[src/rtl/kf6845_address_cursor_control_pkg.sv]
// kf6845_pkg: shared types and constants for the KF6845 CRTC address/cursor slice.
package kf6845_pkg;
  typedef enum logic [1:0] {STEADY, OFF, BLINK16, BLINK32} blink_mode_t;
  localparam int MA_WIDTH_DEFAULT = 14;
  localparam int RA_WIDTH = 5;
endpackage

[src/rtl/kf6845_address_cursor_control_if.sv]
// kf6845_address_cursor_control_if: CPU register write strobes, write data and cursor readback.
interface kf6845_address_cursor_control_if;
  logic [7:0] internal_data_bus;
  logic write_start_address_h;
  logic write_start_address_l;
  logic write_cursor_start;
  logic write_cursor_end;
  logic write_cursor_h;
  logic write_cursor_l;
  logic [7:0] cursor_read_data_h;
  logic [7:0] cursor_read_data_l;
  modport master (
    output internal_data_bus, write_start_address_h, write_start_address_l,
           write_cursor_start, write_cursor_end, write_cursor_h, write_cursor_l,
    input  cursor_read_data_h, cursor_read_data_l
  );
  modport slave (
    input  internal_data_bus, write_start_address_h, write_start_address_l,
           write_cursor_start, write_cursor_end, write_cursor_h, write_cursor_l,
    output cursor_read_data_h, cursor_read_data_l
  );
endinterface

[src/rtl/kf6845_address_cursor_control_cursor_blink.sv]
// kf6845_cursor_blink: field counter and cursor blink gating by blink mode.
module kf6845_cursor_blink
  import kf6845_pkg::*;
(
  input  logic        clock,
  input  logic        reset,
  input  logic        ce,
  input  logic        V_total,
  input  blink_mode_t mode,
  output logic        blink_on
);
  logic [4:0] field_counter_q, field_counter_d;
  always_comb begin
    field_counter_d = (ce & V_total) ? field_counter_q + 5'd1 : field_counter_q;
    blink_on = mode == STEADY  ? 1'b1 :
               mode == BLINK16 ? field_counter_q[3] :
               mode == BLINK32 ? field_counter_q[4] : 1'b0;
  end
  always_ff @(posedge clock or posedge reset)
    if (reset) field_counter_q <= '0;
    else       field_counter_q <= field_counter_d;
endmodule

[src/rtl/kf6845_address_cursor_control.sv]
// kf6845_address_cursor_control: refresh address generator with display-enable and cursor video.
module kf6845_address_cursor_control
  import kf6845_pkg::*;
#(
  parameter int MA_WIDTH = MA_WIDTH_DEFAULT
) (
  input  logic                  clock,
  input  logic                  reset,
  input  logic                  video_clock_enable,
  kf6845_address_cursor_control_if.slave cpu,
  input  logic                  H_Display,
  input  logic                  H_Display_End,
  input  logic                  Horizontal,
  input  logic                  V_total,
  input  logic                  Scanline_End,
  input  logic                  V_Display,
  input  logic [RA_WIDTH-1:0]   RA,
  output logic [MA_WIDTH-1:0]   MA,
  output logic                  DISPEN,
  output logic                  CURSOR
);
  logic [MA_WIDTH-1:0] start_address_q, cursor_address_q;
  logic [MA_WIDTH-1:0] ma_q, ma_d, row_start_q, row_start_d, row_end_latch_q;
  logic [RA_WIDTH-1:0] cursor_start_q, cursor_end_q;
  blink_mode_t         mode_q;
  logic                dispen_q, cursor_q, blink_on, ce, de, cursor_d;
  kf6845_cursor_blink u_blink (
    .clock   (clock),
    .reset   (reset),
    .ce      (ce),
    .V_total (V_total),
    .mode    (mode_q),
    .blink_on(blink_on)
  );
  // A new row start is only taken at the end of a scan line; otherwise the line repeats.
  always_comb begin
    ce = video_clock_enable;
    de = H_Display & V_Display;
    row_start_d = !Horizontal ? row_start_q :
                  V_total     ? start_address_q :
                  Scanline_End ? row_end_latch_q : row_start_q;
    ma_d = Horizontal ? row_start_d : ma_q + 1'b1;
    cursor_d = de & (ma_q == cursor_address_q) & (RA >= cursor_start_q) &
               (RA <= cursor_end_q) & blink_on;
  end
  always_ff @(posedge clock or posedge reset)
    if (reset) begin
      start_address_q  <= '0;
      cursor_address_q <= '0;
      cursor_start_q   <= '0;
      cursor_end_q     <= '0;
      mode_q           <= STEADY;
    end else begin
      if (cpu.write_start_address_h) start_address_q[MA_WIDTH-1:8] <= cpu.internal_data_bus[MA_WIDTH-9:0];
      if (cpu.write_start_address_l) start_address_q[7:0] <= cpu.internal_data_bus;
      if (cpu.write_cursor_h) cursor_address_q[MA_WIDTH-1:8] <= cpu.internal_data_bus[MA_WIDTH-9:0];
      if (cpu.write_cursor_l) cursor_address_q[7:0] <= cpu.internal_data_bus;
      if (cpu.write_cursor_start) begin
        mode_q         <= blink_mode_t'(cpu.internal_data_bus[6:5]);
        cursor_start_q <= cpu.internal_data_bus[4:0];
      end
      if (cpu.write_cursor_end) cursor_end_q <= cpu.internal_data_bus[4:0];
    end
  always_ff @(posedge clock or posedge reset)
    if (reset) begin
      ma_q            <= '0;
      row_start_q     <= '0;
      row_end_latch_q <= '0;
      dispen_q        <= 1'b0;
      cursor_q        <= 1'b0;
    end else if (ce) begin
      ma_q        <= ma_d;
      row_start_q <= row_start_d;
      dispen_q    <= de;
      cursor_q    <= cursor_d;
      if (H_Display_End) row_end_latch_q <= ma_q;
    end
  assign MA     = ma_q;
  assign DISPEN = dispen_q;
  assign CURSOR = cursor_q;
  assign cpu.cursor_read_data_h = 8'(cursor_address_q[MA_WIDTH-1:8]);
  assign cpu.cursor_read_data_l = cursor_address_q[7:0];
endmodule

[src/flat_wrapper.sv]
// flat-port wrapper written by rule: the top's interface ports become plain ports
module kf6845_address_cursor_control_flat import kf6845_pkg::*;
#(
  parameter int MA_WIDTH = MA_WIDTH_DEFAULT
)
  (clock, reset, video_clock_enable, H_Display, H_Display_End, Horizontal, V_total, Scanline_End, V_Display, RA, MA, DISPEN, CURSOR, cpu_internal_data_bus, cpu_write_start_address_h, cpu_write_start_address_l, cpu_write_cursor_start, cpu_write_cursor_end, cpu_write_cursor_h, cpu_write_cursor_l, cpu_cursor_read_data_h, cpu_cursor_read_data_l);
  kf6845_address_cursor_control_if cpu_i ();
  input  logic clock;
  input  logic reset;
  input  logic video_clock_enable;
  input  logic H_Display;
  input  logic H_Display_End;
  input  logic Horizontal;
  input  logic V_total;
  input  logic Scanline_End;
  input  logic V_Display;
  input  logic [RA_WIDTH-1:0] RA;
  output logic [MA_WIDTH-1:0] MA;
  output logic DISPEN;
  output logic CURSOR;
  input wire logic [$bits(cpu_i.internal_data_bus)-1:0] cpu_internal_data_bus;
  input wire logic [$bits(cpu_i.write_start_address_h)-1:0] cpu_write_start_address_h;
  input wire logic [$bits(cpu_i.write_start_address_l)-1:0] cpu_write_start_address_l;
  input wire logic [$bits(cpu_i.write_cursor_start)-1:0] cpu_write_cursor_start;
  input wire logic [$bits(cpu_i.write_cursor_end)-1:0] cpu_write_cursor_end;
  input wire logic [$bits(cpu_i.write_cursor_h)-1:0] cpu_write_cursor_h;
  input wire logic [$bits(cpu_i.write_cursor_l)-1:0] cpu_write_cursor_l;
  output wire logic [$bits(cpu_i.cursor_read_data_h)-1:0] cpu_cursor_read_data_h;
  output wire logic [$bits(cpu_i.cursor_read_data_l)-1:0] cpu_cursor_read_data_l;
  assign cpu_i.internal_data_bus = cpu_internal_data_bus;
  assign cpu_i.write_start_address_h = cpu_write_start_address_h;
  assign cpu_i.write_start_address_l = cpu_write_start_address_l;
  assign cpu_i.write_cursor_start = cpu_write_cursor_start;
  assign cpu_i.write_cursor_end = cpu_write_cursor_end;
  assign cpu_i.write_cursor_h = cpu_write_cursor_h;
  assign cpu_i.write_cursor_l = cpu_write_cursor_l;
  assign cpu_cursor_read_data_h = cpu_i.cursor_read_data_h;
  assign cpu_cursor_read_data_l = cpu_i.cursor_read_data_l;
  kf6845_address_cursor_control #(.MA_WIDTH(MA_WIDTH)) u_core (.clock(clock), .reset(reset), .video_clock_enable(video_clock_enable), .cpu(cpu_i), .H_Display(H_Display), .H_Display_End(H_Display_End), .Horizontal(Horizontal), .V_total(V_total), .Scanline_End(Scanline_End), .V_Display(V_Display), .RA(RA), .MA(MA), .DISPEN(DISPEN), .CURSOR(CURSOR));
endmodule
[config.mk]
export PLATFORM = sky130hd
export DESIGN_NAME = kf6845_address_cursor_control_flat
export DESIGN_NICKNAME = d
export VERILOG_FILES = /design/src/rtl/kf6845_address_cursor_control_pkg.sv /design/src/rtl/kf6845_address_cursor_control_if.sv /design/src/rtl/kf6845_address_cursor_control_cursor_blink.sv /design/src/rtl/kf6845_address_cursor_control.sv /design/src/flat_wrapper.sv
export SDC_FILE = /design/constraint.sdc
export NUM_CORES = 1
export LEC_CHECK = 0
export ABC_CLOCK_PERIOD_IN_PS = 6200
export BUFFER_PORTS_ARGS = -buffer_cell sky130_fd_sc_hd__buf_2
export CAP_MARGIN = 20
export CORE_ASPECT_RATIO = 2
export CORE_MARGIN = 2
export CORE_UTILIZATION = 40
export CTS_CLUSTER_SIZE = 12
export DETAILED_ROUTE_END_ITERATION = 8
export REMOVE_ABC_BUFFERS = 1
export SYNTH_ARGS = -nofsm -noshare
export SYNTH_HDL_FRONTEND = slang
export SYNTH_SLANG_ARGS = --single-unit
[constraint.sdc]
create_clock -name clock -period 6.2 [get_ports clock]
set_input_delay 1.55 -clock clock [delete_from_list [all_inputs] [get_ports clock]]
set_output_delay 1.55 -clock clock [all_outputs]
set_load 0.02 [all_outputs]
Yosys cells after proc, flatten, opt, wreduce, memory -nomap -nowiden --
Cells that the tools add are included.
Word-level totals: register bits after elaboration 89, bits in latches 0, RAM bits 0, memory bits (read-only) 0, input bits 28, output and inout port bits 32, logic and storage cells 35, memories 0
Operators by class: add/sub/neg operators 2, $mul 0, divide/modulo/power cells 0, magnitude comparators 2, equality and inequality tests 3, shift operators 0, mux-type cells 7, bitwise logic cells 6, reduce and logical (&&, ||, !) cells 2
Operator list (number):
- 2-to-1 mux 14 bit | 4
- adder 14 x 1 -> 14 bit, second input constant | 1
- == test 14 bit | 1
- bitwise AND 1 bit | 6
- adder 5 x 1 -> 5 bit, second input constant | 1
- greater-or-equal comparator 5 bit | 1
- less-or-equal comparator 5 bit | 1
- == test 2 bit, second input constant | 2
- 2-to-1 mux 1 bit | 3
- logical NOT 2 bit | 1
- AND reduction 2 bit | 1

Longest topological paths before layout --
Gate-level depths: netlist (run 1).
word-level depth 5, depth in mapped cells 7, depth with buffers taken out 7

Modules after synthesis --
Synthesis (run 1) repeated with hierarchy kept, for this count alone.
Second synthesis, totals: cells, all modules 402, area total of the unflattened synthesis 4398.0 sq um
Modules (own cells, without submodules):
- kf6845_address_cursor_control | instances 1, cells an instance 382, area each 4169.0 sq um, sequential area each 2102.0 sq um
- kf6845_cursor_blink | instances 1, cells an instance 20, area each 229.0 sq um, sequential area each 125.1 sq um

Worst setup path after synthesis (run 1) --
No wires, ideal clock.
path type input to register, start in RA[0], end reg u_core.cursor_q (netlist: u_core.CURSOR), library setup time 0.120 ns, arrival time 2.611 ns, required time 6.080 ns, path slack 3.469 ns, stages on the path 7, buffers on the path 0, cell sequence inv_1 > ha_1 > nand2b_1 > a21o_1 > a211oi_1 > o21bai_1 > a41o_1
On the way: cells in the longest elaborated chain, start to end 4, elaborated cells on any way between the ends 5, classes of those cells 2 x order compare; 3 x bitwise
Ends and longest elaborated chain:
- start: declaration | line flat_wrapper.sv:17 | input logic [RA_WIDTH-1:0] RA;
- greater-or-equal comparator 5 bit | line kf6845_address_cursor_control.sv:43 | cursor_d = de & (ma_q == cursor_address_q) & (RA >= cursor_start_q) &
- bitwise AND 1 bit | line kf6845_address_cursor_control.sv:43
- bitwise AND 1 bit * | line kf6845_address_cursor_control.sv:43
- bitwise AND 1 bit * | line kf6845_address_cursor_control.sv:44 | (RA <= cursor_end_q) & blink_on;
- end signal: assignment | line kf6845_address_cursor_control.sv:75 | cursor_q <= cursor_d;
- end: declaration | line kf6845_address_cursor_control.sv:26 | logic dispen_q, cursor_q, blink_on, ce, de, cursor_d;
Mark *: on every way between the ends. The rest lies on a longest branch, timed or not. A chain may end at the register's enable or synchronous reset.

Worst setup path after layout (run 1) --
start in Horizontal, end reg u_core.row_start_q[1]
On the way: cells in the longest elaborated chain, start to end 1
Ends and longest elaborated chain:
- start: declaration | line flat_wrapper.sv:13 | input logic Horizontal;
- 2-to-1 mux 14 bit | line kf6845_address_cursor_control.sv:39 | row_start_d = !Horizontal ? row_start_q :
- end signal: assignment | line kf6845_address_cursor_control.sv:73 | row_start_q <= row_start_d;
- end: declaration | line kf6845_address_cursor_control.sv:23 | logic [MA_WIDTH-1:0] ma_q, ma_d, row_start_q, row_start_d, row_end_latch_q;
Every way passes these cells.

==> flow_summary.toml, run 1 <==
[run_status]
status = "finished, final reports clean"

[floorplanning]
die_w_um = 78.1
rows = 54
io_pins = 60
start_util_pct = 40.6
core_um2 = 10800
die_area_um2 = 11900
die_h_um = 152

[timing]
setup_violations = 0
finalCritPeriodShare_pct = 45.5
hold_viol = 0
period_minus_slack_ps = 2820
rsz0062_at_grt = "false"
finClkSkew_ps = 6.90
fin_setup_tns_ps = 0
hold_ws_ps = 473
slew_headroom_pct = 53.0
worstMarginPinSlew_ps = 705
drv_slew = 0
max_freq_mhz = 355

[synthesis]
ys_seq_area_share_pct = 50.7
synth_most_common_cell = "dfrtp_1"
synth.top_cell.area_share_pct = 50.7
synthTopCellsByArea = "dfrtp_1 (51%), mux2_2 (13%), o21ai_0 (4.6%)"
ys_warn_count = 0
synth_flop_cell = "dfrtp_1"
yosys-top-cells-count = "dfrtp_1 (89), mux2_2 (52), o21ai_0 (40), nand2_1 (37), nor2_1 (20)"
async_flop_share_pct = 100
synthesis.area_um2 = 4390
synth_cell_types = 48
synth_edf_count = 0
synth_top_area_cell = "dfrtp_1"
synth-seq-cells = 89
synthCells = 400
syn_area_per_cell_um2 = 11.0

[pwr]
powerDensity_nw_per_um2 = 328
peakVddDrop_mv = 0.191
power.total_mw = 1.63
power.leakage_nw = 2.24

[worst_setup_path]
end_kind = "register"
start_kind = "input port"
crit_family = "simple AND/OR/NAND/NOR gates"
slowest_stage = "nand2_1"
path_buf_inv = 1
worstPathArrival_ps = 3040
cpPeakStageDelay_ps = 570
crit_fanout = 33
worst-setup-path-type = "input port to register"
worst_ep_required_time_ps = 6420
crit_chain = "buf_2, nand2_1, mux2_2"

[route]
drt-total-wl_mm = 10.4
vias = 3128
post-route-drc-count = 0
drtIter0Drc = 141
wl_per_cell_um = 17.7
dr.pass1.iters = 4
vias_per_cell = 5.31
ant_nets = 0

[clocking]
cts_resized = 0
cts_buffer_depth = 2
cts_hold_buffers = 0
clk_latency_ps = 340
cts_tree = "built"
htreeDepth = 3
postCtsSetupBuffers = 0
cts_sinks = 89
numCtsBuffers = 9
clk_pin_slew_worst_paths_ps = 60
cts_root_buf = "clkbuf_16"

[cells_and_area]
fin_area_um2 = 4970
num-nets-final = 484
area_growth_pct = 13.2
drive_gt1_share_pct = 29.4
nFillCells = 1066
antenna_cells = 0

[hold_path]
holdCritPathClass = "register to register"

[global_route]
met2_usage_pct = 33.6
grt_pass1_vias = 3205
top_usage_layer = "met2"
grt_max_degree = 57
met1_usage_pct = 21.4
met3_usage_pct = 3.14
grt_pass1_wl_mm = 17.2
antenna_found_initial = 0
gr-usage-all-layers_pct = 18.8
grt_overflow = 0

[placed_design]
gp_congestion = 0.797
hpwl_mm = 7.89
placedInstanceArea_um2 = 4700
numPortBuffers = 57

[run]
max_cap_violations = 0
-- placed cells by master, fill, tap and decap left out, drive strengths merged, types with 13 or more instances in the layout --
| cell | Yosys | routed |
|---|---|---|
| dfrtp | 89 | 89 |
| buf | 14 | 58 |
| mux2 | 52 | 52 |
| o21ai | 41 | 41 |
| nand2 | 37 | 37 |
| nor2 | 20 | 20 |
| a21oi | 17 | 17 |
| xnor2 | 17 | 17 |
| inv | 16 | 15 |
| mux2i | 13 | 13 |
-- logic make-up (layout without fill, tap and decap cells) --
group	Yosys count	count (layout)	share of synthesized area, %
and+or+nand+nor	88	88	9.14
DFF	89	89	50.7
other	1	2	0.0853
buffers and inverters	42	90	5.18
xor gates and xnor gates	18	18	3.59
AOI/OAI and AO/OA	85	85	11.6
adders and majority gates	12	12	3.42
muxes	65	65	16.3
-- flip-flops by register name, indices dropped and copies added (netlist names) --
name                            flops
u_core.CURSOR                       1
u_core.DISPEN                       1
u_core.MA                          14
u_core.cursor_address_q            14
u_core.cursor_end_q                 5
u_core.cursor_start_q               5
u_core.mode_q                       2
u_core.row_end_latch_q             14
u_core.row_start_q                 14
u_core.start_address_q             14
u_core.u_blink.field_counter_q      5
-- final timing paths --
check                                                               from                                            end  slack [ps]  cells after the start
min reg2reg                u_core.u_blink.field_counter_q[2]$_DFFE_PP0P_  u_core.u_blink.field_counter_q[2]$_DFFE_PP0P_         470                      1
max in group asynchronous                                          reset        u_core.cursor_address_q[12]$_DFFE_PP0P_        3820                      3
max reg2reg                                     u_core.MA[0]$_DFFE_PP0P_                      u_core.MA[10]$_DFFE_PP0P_        4330                      6
min in group asynchronous                                          reset        u_core.cursor_address_q[13]$_DFFE_PP0P_        1260                      2
max                                                           Horizontal              u_core.row_start_q[1]$_DFFE_PP0P_        3380                      3
min                        u_core.u_blink.field_counter_q[2]$_DFFE_PP0P_  u_core.u_blink.field_counter_q[2]$_DFFE_PP0P_         470                      1
-- stage by stage --
step | setup WS (ps) | instances | utilization [%]
after floorplan | 2340 | 375 | -
after global placement | 3090 | 573 | 43.5
after detailed placement | 3050 | 573 | 43.5
after CTS | 3400 | 589 | 46.0
after global routing | 3260 | 589 | 46.0
final | 3380 | 589 | 46.0
-- area by class of cell --
type                    instances  area [um2]  share of cell area, %
clock buffers                   9         225                   4.53
clock inverters                 7        47.5                  0.956
inverters                      16        61.3                   1.23
multi-input cells             270        1940                   39.1
flip-flops and latches         89        2230                   44.8
well taps                     140         175                   3.52
repair buffers                 58         293                   5.89
-- per-layer routing --
metal	vias up	wire, um
li1	1483	-
met1	1543	4120
met2	86	5660
met3	16	365
met4	0	293
met5	-	0
-- power by group --
group	switching [mW]	internal [mW]
clock network	0.228	0.271
registers	0.102	0.686
logic	0.183	0.161
(Power assumes the default switching activity.)
==> run 2, diff against run 1 <==
--- a/config.mk
+++ b/config.mk
@@ -5,7 +5,8 @@
 export SDC_FILE = /design/constraint.sdc
 export NUM_CORES = 1
 export LEC_CHECK = 0
-export ABC_CLOCK_PERIOD_IN_PS = 6200
+export ABC_AREA = 1
+export ABC_CLOCK_PERIOD_IN_PS = 2500
 export BUFFER_PORTS_ARGS = -buffer_cell sky130_fd_sc_hd__buf_2
 export CAP_MARGIN = 20
 export CORE_ASPECT_RATIO = 2
==> constraint.sdc (replaced) <==
create_clock -name clock -period 2.5 [get_ports clock]
set_input_delay 0.625 -clock clock [delete_from_list [all_inputs] [get_ports clock]]
set_output_delay 0.625 -clock clock [all_outputs]
set_load 0.02 [all_outputs]
==> run 2 against run 1 <==
  * First-iteration DRC count increased by 140%
  * Critical path depth shrank 2
  * Clock power grew to 3.1 times the previous value
  * Clock skew about the same
  * Critical endpoint is now MA[4]
  * Largest cell class unchanged
  * Largest power group unchanged
  * Highest routed layer unchanged
==> flow_summary.toml, run 2 <==
[clocking]
cts_root_buf = "clkbuf_16"
cts_sinks = 89
cts_buffer_depth = 2
cts_hold_buffers = 0
htreeDepth = 3
postCtsSetupBuffers = 0
cts_tree = "built"
numCtsBuffers = 9
cts_resized = 0
clk_latency_ps = 340
clk_pin_slew_worst_paths_ps = 70

[pwr]
peakVddDrop_mv = 0.451
powerDensity_nw_per_um2 = 806
power.leakage_nw = 2.64

[route]
drt-total-wl_mm = 12.1
vias = 3861
post-route-drc-count = 0
wl_per_cell_um = 16.1
vias_per_cell = 5.13
dr.pass1.iters = 5
drtIter0Drc = 334
ant_nets = 0

[cells_and_area]
fin_area_um2 = 5260
num-nets-final = 647
layout_commonest_cell = "nand2_1"
final_util_pct = 48.0
nFillCells = 1121
layout_common_cells = "nand2_1 (146), dfrtp_1 (89), o21ai_0 (87)"
fin_cells = 752
multi_input_area_um2 = 1890
final-seq-area_um2 = 2230
antenna_cells = 0
area_growth_pct = 16.4
drive_gt1_share_pct = 16.7

[synthesis]
async_flop_share_pct = 100
synth_flop_cell = "dfrtp_1"
synth_edf_count = 0
synthesis.area_um2 = 4520
synth_cell_types = 31
synth_top_area_cell = "dfrtp_1"
yosys-top-cells-count = "nand2_1 (146), dfrtp_1 (89), o21ai_0 (87), inv_1 (76), nor2_1 (23)"
synthCells = 556
ys_warn_count = 0
synth_most_common_cell = "nand2_1"
ys_seq_area_share_pct = 49.3
synth.top_cell.area_share_pct = 49.3
synth-seq-cells = 89
syn_area_per_cell_um2 = 8.12
synthTopCellsByArea = "dfrtp_1 (49%), nand2_1 (12%), o21ai_0 (9.6%)"

[floorplanning]
die_w_um = 79.1
die_h_um = 154
core_um2 = 10900
io_pins = 60
rows = 54
die_area_um2 = 12200
start_util_pct = 41.3

[worst_setup_path]
slowest_stage = "dfrtp_1"
r2r_cells = 7
r2r_start = "u_core.MA[0]$_DFFE_PP0P_"
crit_fanout = 8
worst_ep_required_time_ps = 1880
crit_cells = 1
reg2reg_to = "u_core.MA[8]$_DFFE_PP0P_"
cpPeakStageDelay_ps = 580
crit_family = "flip-flops"
end_kind = "primary output"
critPathCapture = "MA[4]"
worst-setup-path-type = "register to primary output"
start_kind = "register"
worstPathArrival_ps = 1170
startpoint = "u_core.MA[4]$_DFFE_PP0P_"
path_buf_inv = 1
crit_chain = "buf_2"
r2r_slack_ps = 830

[timing]
period_minus_slack_ps = 1800
worstMarginPinSlew_ps = 523
max_freq_mhz = 557
finalCritPeriodShare_pct = 71.9
setup_violations = 0
fin_ws_ps = 703
drv_slew = 0
hold_viol = 0
finClkSkew_ps = 7.32
slew_headroom_pct = 65.0
fin_setup_tns_ps = 0
rsz0062_at_grt = "false"

[placed_design]
placedInstanceArea_um2 = 4910
numPortBuffers = 57
gp_congestion = 0.909
hpwl_mm = 9.13
post-place-ws_ps = 644
dp.cells = 736

[global_route]
grt_pass1_vias = 3730
grt_pass1_wl_mm = 19.4
antenna_found_initial = 0
gr-usage-all-layers_pct = 20.9
grt_max_degree = 90
grt_overflow = 0

[hold_path]
holdCritPathClass = "input port to async pin"

[run]
max_cap_violations = 0

[run_status]
status = "finished, final reports clean"
[run 2: per-layer routing]
metal	track usage, %	up-vias	wire, um	part of all wire [%]
met4	11.7	0	504	4.2
li1	-	1888	-	-
met1	23.8	1814	4680	39
met2	36.3	126	6440	53
met3	3.73	33	526	4.3
met5	0	-	0	0
[run 2: cell type report]
class                      instances  share of cell area (%)
inverter                          80                    5.74
sequential                        89                    42.4
clock buffer                      11                    4.62
tap                              140                    3.33
timing repair buffer              60                    6.09
multi-input combinational        367                    35.9
clock inverter                     5                    1.95
[run 2: cells by family after synthesis]
family / after synthesis / synth area share [%]
AO/OA/AOI/OAI: 128 / 15.2
AND/OR/NAND/NOR: 208 / 19.4
XOR/XNOR: 10 / 1.94
adder cells (fa/ha/maj): 12 / 3.32
buffers and inverters: 101 / 9.00
flip-flops: 89 / 49.3
other: 1 / 0.0830
multiplexers: 7 / 1.75
[run 2: stage by stage]
step | total power [mW] | hold WS (ps)
after floorplan | 2.37 | 445
after detailed placement | 2.71 | 473
final | 4.24 | 365
after CTS | 4.27 | 401
after global placement | 2.68 | 468
after global routing | 4.47 | 438
[run 2: how the worst min path moves through the flow]
stage	start	to	slack [ps]	cells past startpoint
2_1_floorplan	u_core.u_blink.field_counter_q[4]$_DFFE_PP0P_	u_core.u_blink.field_counter_q[4]$_DFFE_PP0P_	450	1
6_report	reset	u_core.MA[1]$_DFFE_PP0P_	370	3
3_3_place_gp	u_core.row_end_latch_q[11]$_DFFE_PP0P_	u_core.row_end_latch_q[11]$_DFFE_PP0P_	470	2
5_1_grt	reset	u_core.MA[1]$_DFFE_PP0P_	440	3
3_5_place_dp	u_core.row_end_latch_q[13]$_DFFE_PP0P_	u_core.row_end_latch_q[13]$_DFFE_PP0P_	470	2
4_1_cts	reset	u_core.cursor_address_q[1]$_DFFE_PP0P_	400	3
[run 2: power breakdown]
group	total [mW]	internal (mW)	switching [mW]
Sequential	1.85	1.66	0.193
Combinational	0.827	0.293	0.534
Clock	1.56	1.00	0.555
==> run 3, diff against run 2 <==
--- a/config.mk
+++ b/config.mk
@@ -6,7 +6,7 @@
 export NUM_CORES = 1
 export LEC_CHECK = 0
 export ABC_AREA = 1
-export ABC_CLOCK_PERIOD_IN_PS = 2500
+export ABC_CLOCK_PERIOD_IN_PS = 1450
 export BUFFER_PORTS_ARGS = -buffer_cell sky130_fd_sc_hd__buf_2
 export CAP_MARGIN = 20
 export CORE_ASPECT_RATIO = 2
==> constraint.sdc (replaced) <==
create_clock -name clock -period 1.45 [get_ports clock]
set_input_delay 0.3625 -clock clock [delete_from_list [all_inputs] [get_ports clock]]
set_output_delay 0.3625 -clock clock [all_outputs]
set_load 0.02 [all_outputs]
==> run 3 against run 2 <==
  * Hold slack lost 110 ps
  * Cell count is 3.9% higher
  * Global-route usage is 1.2 points higher
  * Highest routed layer unchanged
  * Critical path type unchanged
==> flow_summary.toml, run 3 (synthesis results as in run 2) <==
[clocking]
numCtsBuffers = 9
cts_tree = "built"
clk_latency_ps = 340
cts_buffer_depth = 2
clk_pin_slew_worst_paths_ps = 60
cts_root_buf = "clkbuf_16"
htreeDepth = 3
cts_sinks = 89

[floorplanning]
die_area_um2 = 12200
io_pins = 60
die_h_um = 154
rows = 54
die_w_um = 79.1
start_util_pct = 41.3
core_um2 = 10900

[pwr]
pwr-share-seq_pct = 43.8
p_int_mw = 4.96
power.total_mw = 7.20
clockPowerShare_pct = 33.8
powerDensity_nw_per_um2 = 1310
power.leakage_nw = 2.78
switching_share_pct = 31.1
switchingPower_mw = 2.24
peakVddDrop_mv = 0.674
pwr-share-comb_pct = 22.4

[route]
ant_nets = 0
drt-total-wl_mm = 12.7
post-route-drc-count = 0
wl_per_cell_um = 16.2
dr.pass1.iters = 4
vias_per_cell = 5.06
vias = 3955
drtIter0Drc = 336

[cells_and_area]
nFillCells = 1119
final_util_pct = 50.1
num-nets-final = 676
area_growth_pct = 21.4
fin_cells = 781
antenna_cells = 0
layout_common_cells = "nand2_1 (146), o21ai_0 (86), dfrtp_1 (84)"
layout_commonest_cell = "nand2_1"
drive_gt1_share_pct = 21.4
multi_input_area_um2 = 1890
final-seq-area_um2 = 2230
fin_area_um2 = 5490

[timing]
fin_ws_ps = 28.8
hold_viol = 0
finClkSkew_ps = 3.15
setup_violations = 0
drv_slew = 0
finalCritPeriodShare_pct = 98.0
rsz0062_at_grt = "true"
fin_setup_tns_ps = 0
hold_ws_ps = 252
max_freq_mhz = 704
period_minus_slack_ps = 1420

[placed_design]
placedInstanceArea_um2 = 5120
numPortBuffers = 57
gp_congestion = 0.908
post-place-ws_ps = -52.6
hpwl_mm = 9.76
dp.cells = 761

[worst_setup_path]
cpPeakStageDelay_ps = 400
path_buf_inv = 2
worstPathArrival_ps = 1060
start_kind = "register"
worst_ep_required_time_ps = 1090
crit_fanout = 3
crit_chain = "buf_4, buf_2"
r2r_cells = 7
slowest_stage = "dfrtp_1"
crit_cells = 2
worst-setup-path-type = "register to primary output"
end_kind = "primary output"
crit_family = "flip-flops"

[hold_path]
holdCritPathClass = "input port to register"
hold_depth = 3

[global_route]
gr-usage-all-layers_pct = 22.2
grt_pass1_vias = 3988
grt_pass1_wl_mm = 20.5
antenna_found_initial = 0
grt_overflow = 0
grt_max_degree = 38

[run_status]
status = "finished, final reports clean"

[run]
max_cap_violations = 0
==> run 3: final timing paths <==
kind | slack (ps) | to | from
worst max-delay path | 30 | MA[1] | u_core.MA[1]$_DFFE_PP0P_
worst min-delay path | 250 | u_core.start_address_q[7]$_DFFE_PP0P_ | cpu_internal_data_bus[7]
worst max register to register | 50 | u_core.MA[8]$_DFFE_PP0P_ | u_core.MA[1]$_DFFE_PP0P_
worst min register to register | 480 | u_core.u_blink.field_counter_q[4]$_DFFE_PP0P_ | u_core.u_blink.field_counter_q[4]$_DFFE_PP0P_
max in group asynchronous | 380 | u_core.MA[4]$_DFFE_PP0P_ | reset
min in group asynchronous | 530 | u_core.row_start_q[1]$_DFFE_PP0P_ | reset
==> run 3: timing repair <==
item / 4_1_cts / 5_1_grt
gates cloned: 0 / 0
hold buffers: 1 / 0
setup endpoints to repair: 3 / 8
hold endpoints to repair: 15 / 0
resized for setup: 3 / 8
setup buffers: 3 / 0
==> run 3: power groups by stage <==
stage	Clock, mW	Sequential [mW]	Combinational [mW]
floorplan	0	3.26	0.822
global placement	0	3.19	1.53
detailed placement	0	3.20	1.58
CTS	2.47	3.15	1.62
global route	2.60	3.20	1.82
finish	2.43	3.16	1.61
==> run 3: per-layer routing <==
metal	vias up	routed length, um	global-route usage, %
met1	1880	4780	24.9
met3	30	531	3.38
met2	107	6820	39.5
met4	0	522	11.5
li1	1938	-	-
met5	-	0	0
==> run 3: cell type report <==
class	instances	share of cell area [%]
clock inverter	2	0.639
sequential	89	40.7
multi-input combinational	367	34.5
tap	140	3.19
inverter	80	5.50
clock buffer	14	5.00
timing repair buffer	89	10.4
==> run 3: worst reg2reg max path, cell delays in order, from the launching register on <==
cell      delay [ps]
dfrtp_1          380
ha_1             210
nand3_1          130
inv_2            130
nand2_1          120
xor2_1           160
nand2_1           60
o211ai_1          70
